File: config.mk
export PLATFORM = sky130hd
export DESIGN_NAME = qadd_arbiter
export DESIGN_NICKNAME = d
export VERILOG_FILES = /design/src/rtl/qadd_arbiter.sv
export SDC_FILE = /design/constraint.sdc
export NUM_CORES = 1
export LEC_CHECK = 0
export ABC_AREA = 1
export ABC_CLOCK_PERIOD_IN_PS = 13650
export CORE_MARGIN = 1.5
export CORE_UTILIZATION = 43
export CTS_CLUSTER_SIZE = 20
export DETAILED_ROUTE_END_ITERATION = 7
export PLACE_DENSITY = 0.74
export SYNTH_ARGS = -nofsm -noshare
export SYNTH_HDL_FRONTEND = slang
export SYNTH_SLANG_ARGS = --single-unit
File: constraint.sdc
create_clock -name aclk -period 13.65 [get_ports aclk]
set_input_delay 2.73 -clock aclk [delete_from_list [all_inputs] [get_ports aclk]]
set_output_delay 2.73 -clock aclk [all_outputs]
set_load 0.02 [all_outputs]
File: src/rtl/qadd_arbiter.sv
// Round-robin arbiter in front of one shared sign-magnitude Q-format adder.
// One transaction in flight: IDLE grants and latches, CALC adds, OUT holds the result until consumed.
module qadd_arbiter #(
  parameter int Q       = 15,
  parameter int N       = 32,
  parameter int NUM_REQ = 4
) (
  input  logic                       aclk,
  input  logic                       aresetn,
  input  logic [NUM_REQ-1:0]         s_valid,
  output logic [NUM_REQ-1:0]         s_ready,
  input  logic [NUM_REQ*N-1:0]       s_a,
  input  logic [NUM_REQ*N-1:0]       s_b,
  output logic                       m_valid,
  input  logic                       m_ready,
  output logic [N-1:0]               m_result,
  output logic [$clog2(NUM_REQ)-1:0] m_tag,
  output logic                       m_overflow,
  output logic                       busy
);

  localparam int TAG_W = $clog2(NUM_REQ);

  if (NUM_REQ < 2 || NUM_REQ > 16 || Q < 0 || Q > N - 1) begin : g_param_check
    $error("qadd_arbiter: illegal parameter combination");
  end

  typedef enum logic [1:0] {IDLE, CALC, OUT} state_t;

  state_t             state, state_next;
  logic [TAG_W-1:0]   rr_ptr;
  logic [TAG_W-1:0]   grant;
  logic               found;
  logic [N-1:0]       a_p0, b_p0;

  // Returns {overflow, sign, magnitude}; a zero magnitude always carries a positive sign.
  function automatic logic [N:0] sm_add(input logic [N-1:0] a, input logic [N-1:0] b);
    logic [N-2:0] ma, mb;
    logic [N-1:0] mag;
    logic         sign;
    ma = a[N-2:0];
    mb = b[N-2:0];
    if (a[N-1] == b[N-1]) begin
      mag  = {1'b0, ma} + {1'b0, mb};
      sign = a[N-1];
    end else if (ma >= mb) begin
      mag  = {1'b0, ma - mb};
      sign = a[N-1];
    end else begin
      mag  = {1'b0, mb - ma};
      sign = b[N-1];
    end
    if (mag[N-2:0] == '0) sign = 1'b0;
    return {mag[N-1], sign, mag[N-2:0]};
  endfunction

  // First valid requester at or above rr_ptr, wrapping around.
  always_comb begin
    int               idx;
    logic [TAG_W-1:0] idx_t;
    grant = '0;
    found = 1'b0;
    idx   = 0;
    idx_t = '0;
    for (int i = 0; i < NUM_REQ; i++) begin
      idx = int'(rr_ptr) + i;
      if (idx >= NUM_REQ) idx = idx - NUM_REQ;
      idx_t = TAG_W'(idx);
      if (!found && s_valid[idx_t]) begin
        grant = idx_t;
        found = 1'b1;
      end
    end
  end

  always_comb begin
    state_next = state;
    s_ready    = '0;
    unique case (state)
      IDLE: begin
        if (found && aresetn) begin
          s_ready[grant] = 1'b1;
          state_next     = CALC;
        end
      end
      CALC:    state_next = OUT;
      OUT:     if (m_ready) state_next = IDLE;
      default: state_next = IDLE;
    endcase
  end

  always_ff @(posedge aclk) begin
    if (!aresetn) state <= IDLE;
    else          state <= state_next;
  end

  assign busy = (state != IDLE);

  // Stage p0: operands captured on the accept edge.
  always_ff @(posedge aclk) begin
    if (state == IDLE && found) begin
      a_p0 <= s_a[int'(grant)*N +: N];
      b_p0 <= s_b[int'(grant)*N +: N];
    end
  end

  // Stage p1: sum registered onto the result port and held until consumed.
  always_ff @(posedge aclk) begin
    if (!aresetn) begin
      rr_ptr     <= '0;
      m_valid    <= 1'b0;
      m_result   <= '0;
      m_tag      <= '0;
      m_overflow <= 1'b0;
    end else begin
      unique case (state)
        IDLE: begin
          if (found) begin
            m_tag  <= grant;
            rr_ptr <= (grant == TAG_W'(NUM_REQ - 1)) ? '0 : grant + 1'b1;
          end
        end
        CALC: begin
          m_valid                <= 1'b1;
          {m_overflow, m_result} <= sm_add(a_p0, b_p0);
        end
        OUT:     if (m_ready) m_valid <= 1'b0;
        default: ;
      endcase
    end
  end

endmodule

==> run_results.csv <==
group,metric,value,unit
cts,cts.htree.levels,3,
synth,ys_top_cells_by_area,"nand2_1, edfxtp_1, inv_1",
floorplan,rows,63,
placement,hpwl,44100,µm
critical_path,setup.worst_path.class,"primary input to output pin",
cts,clock_sinks,104,
final_layout,syn_to_final_growth,25.1,%
critical_path,max_stage_delay,730,ps
synth,synth_edf_count,64,
floorplan,core_area,0.0299,mm²
synth,yosysUniqueCellTypes,44,
sta,finalClockSkew,15.7,ps
detailed_routing,vias,15208,
critical_path,worst-path-max-fanout,68,
critical_path,crit_slowest_cell,"inv_4",
grt,grt_overflow,0,
status,outcome,"completed",
sta,min_period,9090,ps
final_layout,layout_commonest_cell,"nand2_1",
cts,cts_tree,"built",
cts,clk_path_buf_depth,2,
sta,slew_viol_final,0,
synth,synth_top_area_share,24.9,%
grt,grt_max_degree,82,
critical_path,crit_chain,"clkdlybuf4s50_1 -> nand2_1 -> o21ai_1 -> inv_1 -> nor2_2 -> a21oi_2 -> nand3_1 -> inv_2 -> nand2_2 -> o21ai_2 -> or2_4 -> nand3_4 -> inv_4 -> ha_1 -> nand2_1 -> inv_1 -> clkdlybuf4s50_1",
sta,fmax,110,MHz
floorplan,die_x,178,µm
sta,worstMarginPinSlew,863,ps
synth,synth_seq_cells,104,
synth,syn-cell-area,0.0132,mm²
cts,cts.repair.resized,0,
synth,async_reset_ff_share,0,%
synth,yosys_most_used_dff,"edfxtp_1",
critical_path,path_buf_inv,6,
placement,portBuffers,303,
floorplan,die-area,0.0317,mm²
worst_hold_path,min-delay-start,"m_overflow$_SDFFE_PN0P_",
flow_run,max_cap_violations,0,
placement,routabilityCongestion,0.962,
synth,syn_nets,2633,
final_layout,drive_gt1_share,2.40,%
synth,yosysWarnings,0,
worst_hold_path,hold_path.class,"register to register",
floorplan,start_util,44.1,%
detailed_routing,wirelength,53100,µm
sta,finalSetupViolations,0,
synth,syn_inst,2263,
critical_path,crit_start,"s_valid[0]",
floorplan,dieHeight,178,µm
sta,relSlewSlack,42.4,%
detailed_routing,via_per_inst,5.26,
cts,cts-root-buf,"clkbuf_16",
cts,postCtsSetupRepairBufs,0,
final_layout,fin_nets,2864,
final_layout,layout_common_cells,"nand2_1, inv_1, clkdlybuf4s50_1",
critical_path,critPathRequiredTime,10920,ps
detailed_routing,drt_first_pass_iters,6,
detailed_routing,drc,0,
critical_path,worstReg2RegStart,"a_p0[22]$_DFFE_PP_",
detailed_routing,drtIter0Drc,1389,
synth,yosysSeqAreaShare,20.7,%
cts,clk_latency,380,ps
critical_path,arrival,6360,ps
critical_path,start_kind,"primary input",
sta,fin_tns_setup,0,ps
synth,avgSynthCellArea,5.82,µm²
sta,grt_setup_unrepaired,"false",
cts,postCtsHoldBufs,0,
grt,grt_pass1_wl,79400,µm
floorplan,pin_count,304,
detailed_routing,ant_nets,0,
sta,min_period_over_period,66.6,%
synth,yosysTopAreaCell,"nand2_1",
detailed_routing,wl_per_cell,18.4,µm
sta,hold_viol,0,
cts,clkSlewWorstSetupHoldPaths,90,ps
critical_path,crit_path_end_kind,"output pin",
grt,grt_pass1_vias,14359,
grt,track_usage,33.2,%
final_layout,num-fill-cells,3085,
grt,antenna_found_initial,2,
critical_path,cp_top_family,"buffers and inverters",
cts,cts_inserted_buffers,9,
==> path summary, 6_finish.rpt <==
| kind | to | slack, ps | cells after the start |
|---|---|---|---|
| setup / recovery | s_ready[3] | 4560 | 17 |
| hold / removal | m_overflow$_SDFFE_PN0P_ | 480 | 2 |
| setup reg to reg | m_result[31]$_SDFFE_PN0P_ | 9610 | 19 |
| hold reg to reg | m_overflow$_SDFFE_PN0P_ | 480 | 2 |
==> Yosys cell counts (2+ instances only) <==
| cell type | count |
|---|---|
| ha_1 | 104 |
| nand2_2 | 8 |
| nor2_1 | 138 |
| o21ai_0 | 47 |
| edfxtp_1 | 64 |
| buf_6 | 7 |
| nand2_1 | 875 |
| or2_2 | 2 |
| nor4_1 | 2 |
| o21ai_1 | 3 |
| nand4_1 | 26 |
| buf_2 | 34 |
| a21o_1 | 4 |
| o21bai_1 | 11 |
| inv_2 | 11 |
| clkbuf_1 | 13 |
| dfxtp_1 | 40 |
| a21oi_1 | 217 |
| xor2_1 | 20 |
| inv_1 | 351 |
| clkinv_1 | 3 |
| o211ai_1 | 16 |
| xnor2_1 | 2 |
| nor2_2 | 7 |
| nand3b_1 | 2 |
| a22oi_1 | 64 |
| nor3_1 | 12 |
| fa_1 | 3 |
| nand3_1 | 127 |
| buf_4 | 36 |
==> routing by layer <==
metal	global-route usage, %	up-vias	part of all wire [%]
li1	-	7600	-
met1	42.2	6895	42
met2	57.6	632	47
met3	4.22	81	6.8
met4	11.7	0	3.5
met5	0	-	0
==> cells by family (layout without fill, tap and decap cells) <==
family                   count (synthesis)  in the layout  share of synthesized area (%)
AO/OA/AOI/OAI                          369            369                           16.0
other                                    0              2                              0
flip-flops                             104            104                           20.7
AND/OR/NAND/NOR                       1204           1204                           36.8
buffers and inverters                  457            693                           14.8
XOR/XNOR                                22             22                           1.46
adder cells (fa/ha/maj)                107            107                           10.3
==> layout make-up <==
type,count,area [µm²],area share [%]
flip-flops and latches,104,2720,16.5
repair buffers,311,3090,18.8
well taps,390,488,2.96
diodes,2,5.00,0.0304
clock inverters,7,61.3,0.372
clock buffers,9,225,1.37
multi-input cells,1702,8510,51.6
inverters,366,1380,8.36
==> sequential cells by signal, summed over array words and instances (netlist names) <==
| signal | count |
|---|---|
| a_p0 | 32 |
| b_p0 | 32 |
| m_overflow | 1 |
| m_result | 32 |
| m_tag | 2 |
| m_valid | 1 |
| rr_ptr | 2 |
| state | 2 |
==> worst register-to-register path, cell delays in order, from the launching register on <==
cell and delay [ps]:
edfxtp_1 480, inv_1 80, ha_1 590, nand2_1 190, nor2_1 250, nand2_1 150
nor2_1 160, nand2_2 290, nand2_4 480, inv_4 210, nand2_1 110, nand3_1 130
nand2_1 150, nand2_1 60, nor2_1 100, nand2_1 50, nor2_1 170, nand3_1 100
nand2_1 70, a21oi_1 60
==> through the flow <==
stage | worst slack [ps] | util (%) | instance area, µm² | std cells | hold slack, ps
5_1_grt | 4310 | 55.2 | 16500 | 2891 | 496
2_1_floorplan | 5530 | - | 13200 | 2263 | 519
3_5_place_dp | 4620 | 54.2 | 16200 | 2873 | 463
4_1_cts | 4610 | 55.2 | 16500 | 2889 | 476
3_3_place_gp | 4680 | 54.2 | 16200 | 2873 | 460
6_report | 4560 | 55.2 | 16500 | 2891 | 477
Power is left out: the tool's default activity adds up to more than one toggle a clock period on the data nets, which glitch-free logic cannot reach.
